## src/rtl/wbs_ann_pkg.sv

```systemverilog
// Shared constants and types for the ANN accelerator Wishbone slave:
// region bases, CSR offsets, decode enums and the bus FSM state type.
package wbs_ann_pkg;

  localparam logic [31:0] ADDR_MASK  = 32'hFFFF_0000;
  localparam logic [31:0] BASE_CSR   = 32'h3000_0000;
  localparam logic [31:0] BASE_QUERY = 32'h3001_0000;
  localparam logic [31:0] BASE_LEAF  = 32'h3002_0000;
  localparam logic [31:0] BASE_BEST  = 32'h3003_0000;
  localparam logic [31:0] BASE_NODE  = 32'h3004_0000;

  localparam logic [15:0] CSR_OFF_MODE  = 16'h0000;
  localparam logic [15:0] CSR_OFF_DEBUG = 16'h0004;
  localparam logic [15:0] CSR_OFF_DONE  = 16'h0008;
  localparam logic [15:0] CSR_OFF_START = 16'h000C;
  localparam logic [15:0] CSR_OFF_BUSY  = 16'h0010;

  typedef enum logic [2:0] {
    REGION_CSR,
    REGION_QUERY,
    REGION_LEAF,
    REGION_BEST,
    REGION_NODE,
    REGION_NONE
  } region_e;

  typedef enum logic [2:0] {
    CSR_MODE,
    CSR_DEBUG,
    CSR_DONE,
    CSR_START,
    CSR_BUSY,
    CSR_NONE
  } csr_e;

  typedef enum logic [1:0] {
    ST_IDLE,
    ST_ACK,
    ST_RD_ISSUE,
    ST_RD_CAPT
  } state_e;

endpackage

```

## src/rtl/wbs_addr_decode.sv

```systemverilog
// Combinational decode of a Wishbone address into region, CSR register
// and the per-array word addresses.
module wbs_addr_decode
  import wbs_ann_pkg::*;
#(
  parameter int QUERY_AW = 9,
  parameter int LEAF_AW  = 11,
  parameter int NODE_AW  = 6,
  parameter int BEST_AW  = 9
) (
  input  logic [31:0]         adr_i,
  output region_e             region_o,
  output csr_e                csr_o,
  output logic [QUERY_AW-1:0] query_word_o,
  output logic [LEAF_AW-1:0]  leaf_word_o,
  output logic [NODE_AW-1:0]  node_word_o,
  output logic [BEST_AW-1:0]  best_word_o,
  output logic                upper_o
);

  always_comb begin
    region_o = REGION_NONE;
    case (adr_i & ADDR_MASK)
      BASE_CSR:   region_o = REGION_CSR;
      BASE_QUERY: region_o = REGION_QUERY;
      BASE_LEAF:  region_o = REGION_LEAF;
      BASE_BEST:  region_o = REGION_BEST;
      BASE_NODE:  region_o = REGION_NODE;
      default:    region_o = REGION_NONE;
    endcase
  end

  always_comb begin
    csr_o = CSR_NONE;
    case (adr_i[15:0])
      CSR_OFF_MODE:  csr_o = CSR_MODE;
      CSR_OFF_DEBUG: csr_o = CSR_DEBUG;
      CSR_OFF_DONE:  csr_o = CSR_DONE;
      CSR_OFF_START: csr_o = CSR_START;
      CSR_OFF_BUSY:  csr_o = CSR_BUSY;
      default:       csr_o = CSR_NONE;
    endcase
  end

  // 64-bit arrays use byte address bit 2 as the half select.
  assign query_word_o = adr_i[QUERY_AW+2:3];
  assign leaf_word_o  = adr_i[LEAF_AW+2:3];
  assign best_word_o  = adr_i[BEST_AW+2:3];
  assign node_word_o  = adr_i[NODE_AW+1:2];
  assign upper_o      = adr_i[2];

endmodule

```

## src/rtl/wbs_ann_slave.sv

```systemverilog
// Wishbone B4 classic slave fronting the ANN accelerator: CSRs, 64-bit
// query/leaf write assembly, node writes and split 64-bit best-array reads.
module wbs_ann_slave
  import wbs_ann_pkg::*;
#(
  parameter int DATA_WIDTH = 11,
  parameter int QUERY_AW   = 9,
  parameter int LEAF_AW    = 11,
  parameter int NODE_AW    = 6,
  parameter int BEST_AW    = 9
) (
  input  logic                    wb_clk_i,
  input  logic                    wb_rst_i,
  input  logic                    wbs_cyc_i,
  input  logic                    wbs_stb_i,
  input  logic                    wbs_we_i,
  input  logic [3:0]              wbs_sel_i,
  input  logic [31:0]             wbs_adr_i,
  input  logic [31:0]             wbs_dat_i,
  output logic                    wbs_ack_o,
  output logic [31:0]             wbs_dat_o,
  output logic                    mode_o,
  output logic                    debug_o,
  output logic                    fsm_start_o,
  input  logic                    fsm_done_i,
  input  logic                    fsm_busy_i,
  output logic                    query_we_o,
  output logic [QUERY_AW-1:0]     query_addr_o,
  output logic [63:0]             query_wdata_o,
  output logic                    leaf_we_o,
  output logic [LEAF_AW-1:0]      leaf_addr_o,
  output logic [63:0]             leaf_wdata_o,
  output logic                    node_we_o,
  output logic [NODE_AW-1:0]      node_addr_o,
  output logic [2*DATA_WIDTH-1:0] node_wdata_o,
  output logic                    best_re_o,
  output logic [BEST_AW-1:0]      best_addr_o,
  input  logic [63:0]             best_rdata_i
);

  localparam int NW = 2*DATA_WIDTH;

  region_e             region;
  csr_e                csr;
  logic [QUERY_AW-1:0] query_word;
  logic [LEAF_AW-1:0]  leaf_word;
  logic [NODE_AW-1:0]  node_word;
  logic [BEST_AW-1:0]  best_word;
  logic                upper;

  wbs_addr_decode #(
    .QUERY_AW (QUERY_AW),
    .LEAF_AW  (LEAF_AW),
    .NODE_AW  (NODE_AW),
    .BEST_AW  (BEST_AW)
  ) u_decode (
    .adr_i        (wbs_adr_i),
    .region_o     (region),
    .csr_o        (csr),
    .query_word_o (query_word),
    .leaf_word_o  (leaf_word),
    .node_word_o  (node_word),
    .best_word_o  (best_word),
    .upper_o      (upper)
  );

  state_e              state_q, state_d;
  logic                ack_q, ack_d;
  logic [31:0]         dat_q, dat_d;
  logic                mode_q, mode_d;
  logic                debug_q, debug_d;
  logic                start_q, start_d;
  logic [31:0]         hold_q, hold_d;
  logic                query_we_q, query_we_d;
  logic [QUERY_AW-1:0] query_addr_q, query_addr_d;
  logic [63:0]         query_wdata_q, query_wdata_d;
  logic                leaf_we_q, leaf_we_d;
  logic [LEAF_AW-1:0]  leaf_addr_q, leaf_addr_d;
  logic [63:0]         leaf_wdata_q, leaf_wdata_d;
  logic                node_we_q, node_we_d;
  logic [NODE_AW-1:0]  node_addr_q, node_addr_d;
  logic [NW-1:0]       node_wdata_q, node_wdata_d;
  logic                best_re_q, best_re_d;
  logic [BEST_AW-1:0]  best_addr_q, best_addr_d;
  logic                half_q, half_d;

  logic        req;
  logic        wr_en;
  logic [31:0] csr_rdata;

  assign req   = wbs_cyc_i & wbs_stb_i & ~ack_q;
  assign wr_en = wbs_we_i & (|wbs_sel_i);

  always_comb begin
    csr_rdata = '0;
    case (csr)
      CSR_MODE:  csr_rdata[0] = mode_q;
      CSR_DEBUG: csr_rdata[0] = debug_q;
      CSR_DONE:  csr_rdata[0] = fsm_done_i;
      CSR_BUSY:  csr_rdata[0] = fsm_busy_i;
      default:   csr_rdata = '0;
    endcase
  end

  always_comb begin
    state_d       = state_q;
    ack_d         = 1'b0;
    dat_d         = dat_q;
    mode_d        = mode_q;
    debug_d       = debug_q;
    start_d       = 1'b0;
    hold_d        = hold_q;
    query_we_d    = 1'b0;
    query_addr_d  = query_addr_q;
    query_wdata_d = query_wdata_q;
    leaf_we_d     = 1'b0;
    leaf_addr_d   = leaf_addr_q;
    leaf_wdata_d  = leaf_wdata_q;
    node_we_d     = 1'b0;
    node_addr_d   = node_addr_q;
    node_wdata_d  = node_wdata_q;
    best_re_d     = 1'b0;
    best_addr_d   = best_addr_q;
    half_d        = half_q;

    case (state_q)
      ST_IDLE: begin
        if (req) begin
          if (!wbs_we_i && region == REGION_BEST) begin
            state_d     = ST_RD_ISSUE;
            best_re_d   = 1'b1;
            best_addr_d = best_word;
            half_d      = upper;
          end else begin
            state_d = ST_ACK;
            ack_d   = 1'b1;
            dat_d   = (!wbs_we_i && region == REGION_CSR) ? csr_rdata : '0;
            if (wr_en) begin
              case (region)
                REGION_CSR: begin
                  if (csr == CSR_MODE)  mode_d  = wbs_dat_i[0];
                  if (csr == CSR_DEBUG) debug_d = wbs_dat_i[0];
                  if (csr == CSR_START) start_d = wbs_dat_i[0];
                end
                REGION_QUERY: begin
                  if (upper) begin
                    query_we_d    = 1'b1;
                    query_addr_d  = query_word;
                    query_wdata_d = {wbs_dat_i, hold_q};
                  end else begin
                    hold_d = wbs_dat_i;
                  end
                end
                REGION_LEAF: begin
                  if (upper) begin
                    leaf_we_d    = 1'b1;
                    leaf_addr_d  = leaf_word;
                    leaf_wdata_d = {wbs_dat_i, hold_q};
                  end else begin
                    hold_d = wbs_dat_i;
                  end
                end
                REGION_NODE: begin
                  node_we_d    = 1'b1;
                  node_addr_d  = node_word;
                  node_wdata_d = wbs_dat_i[NW-1:0];
                end
                default: ;
              endcase
            end
          end
        end
      end
      ST_ACK: state_d = ST_IDLE;
      // An abandoned cycle drops the outstanding best read silently.
      ST_RD_ISSUE: state_d = wbs_cyc_i ? ST_RD_CAPT : ST_IDLE;
      ST_RD_CAPT: begin
        if (wbs_cyc_i) begin
          state_d = ST_ACK;
          ack_d   = 1'b1;
          dat_d   = half_q ? best_rdata_i[63:32] : best_rdata_i[31:0];
        end else begin
          state_d = ST_IDLE;
        end
      end
      default: state_d = ST_IDLE;
    endcase
  end

  always_ff @(posedge wb_clk_i or posedge wb_rst_i) begin
    if (wb_rst_i) begin
      state_q       <= ST_IDLE;
      ack_q         <= 1'b0;
      dat_q         <= '0;
      mode_q        <= 1'b0;
      debug_q       <= 1'b0;
      start_q       <= 1'b0;
      hold_q        <= '0;
      query_we_q    <= 1'b0;
      query_addr_q  <= '0;
      query_wdata_q <= '0;
      leaf_we_q     <= 1'b0;
      leaf_addr_q   <= '0;
      leaf_wdata_q  <= '0;
      node_we_q     <= 1'b0;
      node_addr_q   <= '0;
      node_wdata_q  <= '0;
      best_re_q     <= 1'b0;
      best_addr_q   <= '0;
      half_q        <= 1'b0;
    end else begin
      state_q       <= state_d;
      ack_q         <= ack_d;
      dat_q         <= dat_d;
      mode_q        <= mode_d;
      debug_q       <= debug_d;
      start_q       <= start_d;
      hold_q        <= hold_d;
      query_we_q    <= query_we_d;
      query_addr_q  <= query_addr_d;
      query_wdata_q <= query_wdata_d;
      leaf_we_q     <= leaf_we_d;
      leaf_addr_q   <= leaf_addr_d;
      leaf_wdata_q  <= leaf_wdata_d;
      node_we_q     <= node_we_d;
      node_addr_q   <= node_addr_d;
      node_wdata_q  <= node_wdata_d;
      best_re_q     <= best_re_d;
      best_addr_q   <= best_addr_d;
      half_q        <= half_d;
    end
  end

  assign wbs_ack_o     = ack_q;
  assign wbs_dat_o     = dat_q;
  assign mode_o        = mode_q;
  assign debug_o       = debug_q;
  assign fsm_start_o   = start_q;
  assign query_we_o    = query_we_q;
  assign query_addr_o  = query_addr_q;
  assign query_wdata_o = query_wdata_q;
  assign leaf_we_o     = leaf_we_q;
  assign leaf_addr_o   = leaf_addr_q;
  assign leaf_wdata_o  = leaf_wdata_q;
  assign node_we_o     = node_we_q;
  assign node_addr_o   = node_addr_q;
  assign node_wdata_o  = node_wdata_q;
  assign best_re_o     = best_re_q;
  assign best_addr_o   = best_addr_q;

endmodule

```

## config.mk

```make
export PLATFORM = sky130hd
export DESIGN_NAME = wbs_ann_slave
export DESIGN_NICKNAME = d
export VERILOG_FILES = /design/src/rtl/wbs_ann_pkg.sv /design/src/rtl/wbs_addr_decode.sv /design/src/rtl/wbs_ann_slave.sv
export SDC_FILE = /design/constraint.sdc
export NUM_CORES = 1
export LEC_CHECK = 0
export ABC_AREA = 0
export BUFFER_PORTS_ARGS = -buffer_cell sky130_fd_sc_hd__buf_2
export CORE_MARGIN = 10
export CORE_UTILIZATION = 50
export CTS_CLUSTER_SIZE = 14
export DETAILED_ROUTE_END_ITERATION = 8
export PLACE_DENSITY = 0.8
export SKIP_LAST_GASP = 1
export SLEW_MARGIN = 20
export SYNTH_ARGS = -nofsm -noshare
export SYNTH_HDL_FRONTEND = slang
export SYNTH_SLANG_ARGS = --single-unit
```

## constraint.sdc

```tcl
create_clock -name wb_clk_i -period 10.9 [get_ports wb_clk_i]
set_input_delay 1.09 -clock wb_clk_i [delete_from_list [all_inputs] [get_ports wb_clk_i]]
set_output_delay 1.09 -clock wb_clk_i [all_outputs]
set_load 0.01 [all_outputs]
```

==> metrics.md <==
| Metric | Value |
|---|---|
| Status | completed |
| CP required | 11300 ps |
| Setup violators final | 0 |
| DIE HEIGHT | ~170 microns |
| Setup CP Type | in -> reg |
| 1st-pass router iterations | 4 |
| Yosys reg bits | 260 |
| Clk_skew | a little under 5 ps |
| Worst vdd ir | roughly 0.00012 V |
| Final Hold Fails | 0 |
| Ys Warns | 0 |
| Syn_nets | around 830 |
| Hold Buf Count CTS | 0 |
| DIE WIDTH | roughly 170 microns |
| Gpl congestion | 0.886 |
| Synthesized area per cell | ~15 sq um |
| Root Buffer | clkbuf_16 |
| Initial antenna violation count | 1 |
| Vias in the first global route | roughly 8000 |
| Largest net degree at the start of global routing | about 140 |
| Post-CTS Setup Bufs | 0 |
| Cells after Synth | between 600 and 700 |
| Multiplexer area fraction after synthesis | a little under a third |
| Compound-Gate Fraction of Synth Area | between 1 and 1.5% |
| Final worst path period need | about 3300 ps |
| # H-tree levels | 1 |
| Grt ovf | 0 |
| Worst-Skew Late Latency | around 520 ps |
| First DRT Iteration DRCs | roughly 270 |
| Worst slack, placed | 7100 ps |
| Critical path peak fanout | 32 |
| Total power | between 0.002 and 0.0025 W |
| Slowest cell on the critical path | o2111a_2 |
| Worst-case clock buffer depth | 3 |
| RSZ-0062 raised after global routing | no |
| Adder-Cell Fraction of Synth Area | less than 1% |
| Core Region | about 21000 sq um |
| Via count | about 7000 |
| Rows | 53 |
| Routed length per instance | roughly 22 microns |
| Main combinational cell family by area after synthesis | multiplexers |
| Total I/O pin count | approximately 360 |
| LEAKAGE | 7.66 nW |
| Syn Std Cell Area | roughly 11000 sq um |
| Area growth, synth to finish | 27.8% |
| Slew at the pin closest to its max-slew limit | about 1100 ps |
| Register area share after synthesis | around three fifths |
| Clock slew at reported path FFs | approximately 60 ps |
| DR DRC count | 0 |
| Top delay family on crit path | simple AND/OR/NAND/NOR gates |
| CP endpoint kind | flop |
| TNS Setup | 0 ps |
| PwrDens | roughly 160 nW/um^2 |
| Initial Utilization | between 50% and 60% |
| Hpwl dp | 21300 microns |
| Yosys cell types | 39 |
| Die area | around 27000 sq um |
| I/O Buffers | 363 |
| Synth Area in XOR/XNOR | 0% |
| CP Cell Sequence | buf_2 > nor4_1 > and3_1 > o2111a_2 > mux2_2 |
| Fmax | about 310 MHz |
| GRT Total Usage | just over 20% |
| Max-Cap Viols | 0 |
| Most frequent cells in the layout | buf_2 (363), dfrtp_1 (259), mux2_2 (227), nor2b_1 (34), mux2i_1 (31) |
| Routed Antenna Nets | 0 |
| Share of cells above drive strength 1 | 60.7% |
| WP data arrival | roughly 3700 ps |
| First-pass GRT wire length | roughly 44000 microns |
| Final critical-path share of the clock period | about 30% |
| Crit start category | primary input |
| Post-CTS sizing | 0 |
| WL final | 29000 microns |
| Layout Nets | between 1000 and 1500 |
| Via/cell ratio | approximately 5.2 |
| Synth Area in Simple Gates | approximately 5% |
| CTS tree | yes |
| Commonest non-fill, non-tap cell in the layout | buf_2 |
| Clock sinks | 260 |
| CTS Buf Count | 26 |
| Fin. max-slew vios | 0 |
| Hold slack | 485 ps |
| CP bufs+invs | 1 |
| Fin worst setup slack | around 7600 ps |
| Worst rel slew slack | between 20 and 30% |
| Worst path max stage delay | 950 ps |
| Min-Delay Path Class | reg -> reg |
==> flip-flops by register name, indices dropped and copies added (netlist names) <==
| signal | count |
|---|---|
| best_addr_o | 9 |
| best_re_o | 1 |
| debug_o | 1 |
| fsm_start_o | 1 |
| half_q | 1 |
| hold_q | 32 |
| leaf_addr_o | 11 |
| leaf_wdata_o | 64 |
| leaf_we_o | 1 |
| mode_o | 1 |
| node_addr_o | 6 |
| node_wdata_o | 22 |
| node_we_o | 1 |
| query_addr_o | 9 |
| query_wdata_o | 64 |
| query_we_o | 1 |
| state_q | 2 |
| wbs_ack_o | 1 |
| wbs_dat_o | 32 |
==> synthesized netlist by cell type <==
master / n / area (sq um)
nand4_2: 1 / 12.5
nor2_1: 5 / 18.8
ha_1: 4 / 50.1
nor4b_1: 2 / 17.5
a21oi_1: 4 / 20.0
a31oi_1: 2 / 12.5
buf_4: 3 / 22.5
o41ai_2: 2 / 32.5
clkbuf_1: 9 / 33.8
mux2_2: 227 / 2560
o2111a_1: 1 / 11.3
nor4_2: 1 / 12.5
nor2b_1: 34 / 213
or4b_2: 1 / 10.0
nand3_1: 3 / 15.0
dfrtp_1: 260 / 6510
or4_1: 3 / 22.5
or3_1: 1 / 6.26
nor3b_1: 1 / 7.51
o21ai_0: 5 / 25.0
nand2_1: 7 / 26.3
nand4_1: 3 / 18.8
buf_2: 22 / 110
nand3b_1: 1 / 7.51
mux2i_1: 31 / 310
nor4bb_1: 3 / 30.0
mux2_1: 27 / 304
nor4_1: 5 / 31.3
or4_4: 1 / 11.3
and4b_1: 1 / 10.0
a211oi_1: 1 / 7.51
buf_1: 1 / 3.75
and3_1: 4 / 25.0
o21a_1: 1 / 7.51
and3b_1: 1 / 8.76
inv_1: 5 / 18.8
nand4b_1: 1 / 8.76
and4_1: 1 / 8.76
nor3_1: 1 / 5.00
==> cells by family (layout without fill, tap and decap cells) <==
group / count (synthesis) / count (layout)
other: 0 / 1
AOI/OAI and AO/OA: 16 / 16
DFF: 260 / 260
muxes: 285 / 285
and+or+nand+nor: 81 / 81
adders and majority gates: 4 / 4
buffers and inverters: 40 / 422
==> cell type report <==
type,instances,area [sq um]
fill,1567,7400
sequential,260,6510
multi-input combinational,386,3900
timing repair buffer,370,1870
clock buffer,41,788
tap,275,344
clock inverter,6,57.6
inverter,5,26.3
antenna,1,2.50
==> power by group <==
| part | switching [W] | total (W) | internal (W) | leakage, nW |
|---|---|---|---|---|
| Clock | 0.000355 | 0.000872 | 0.000517 | 0.415 |
| Combinational | 0.000149 | 0.000278 | 0.000129 | 3.63 |
| Sequential | 0.0000258 | 0.00104 | 0.00102 | 3.62 |
| Total | 0.000530 | 0.00219 | 0.00166 | 7.66 |
==> metal layers <==
layer | up-vias | part of all wire (%) | global-route usage, %
li1 | 3184 | - | -
met1 | 3478 | 37 | 22.6
met2 | 293 | 49 | 35.0
met3 | 56 | 12 | 8.23
met4 | 0 | 2.5 | 5.79
met5 | - | 0 | 0
==> path summary, 6_finish.rpt <==
kind / slack, ps / depth (start not counted) / endpoint / startpoint
worst max-delay path: 7640 / 5 / hold_q[16]$_DFFE_PP0P_ / wbs_adr_i[21]
max in group asynchronous: 8630 / 3 / half_q$_DFFE_PP0P_ / wb_rst_i
worst min-delay path: 490 / 1 / leaf_wdata_o[18]$_DFFE_PP0P_ / leaf_wdata_o[18]$_DFFE_PP0P_
min in group asynchronous: 800 / 2 / hold_q[12]$_DFFE_PP0P_ / wb_rst_i
worst max register to register: 7940 / 6 / hold_q[16]$_DFFE_PP0P_ / state_q[0]$_DFFE_PP0N_
worst min register to register: 490 / 1 / leaf_wdata_o[18]$_DFFE_PP0P_ / leaf_wdata_o[18]$_DFFE_PP0P_
==> per-stage QoR <==
step,instances,cell area [sq um],util (%)
2_1_floorplan,686,10600,-
3_3_place_gp,1296,12600,60.5
3_5_place_dp,1296,12600,60.5
4_1_cts,1343,13500,64.6
5_1_grt,1344,13500,64.6
6_report,1344,13500,64.6
Note: power is estimated with default switching activity, not from simulation.
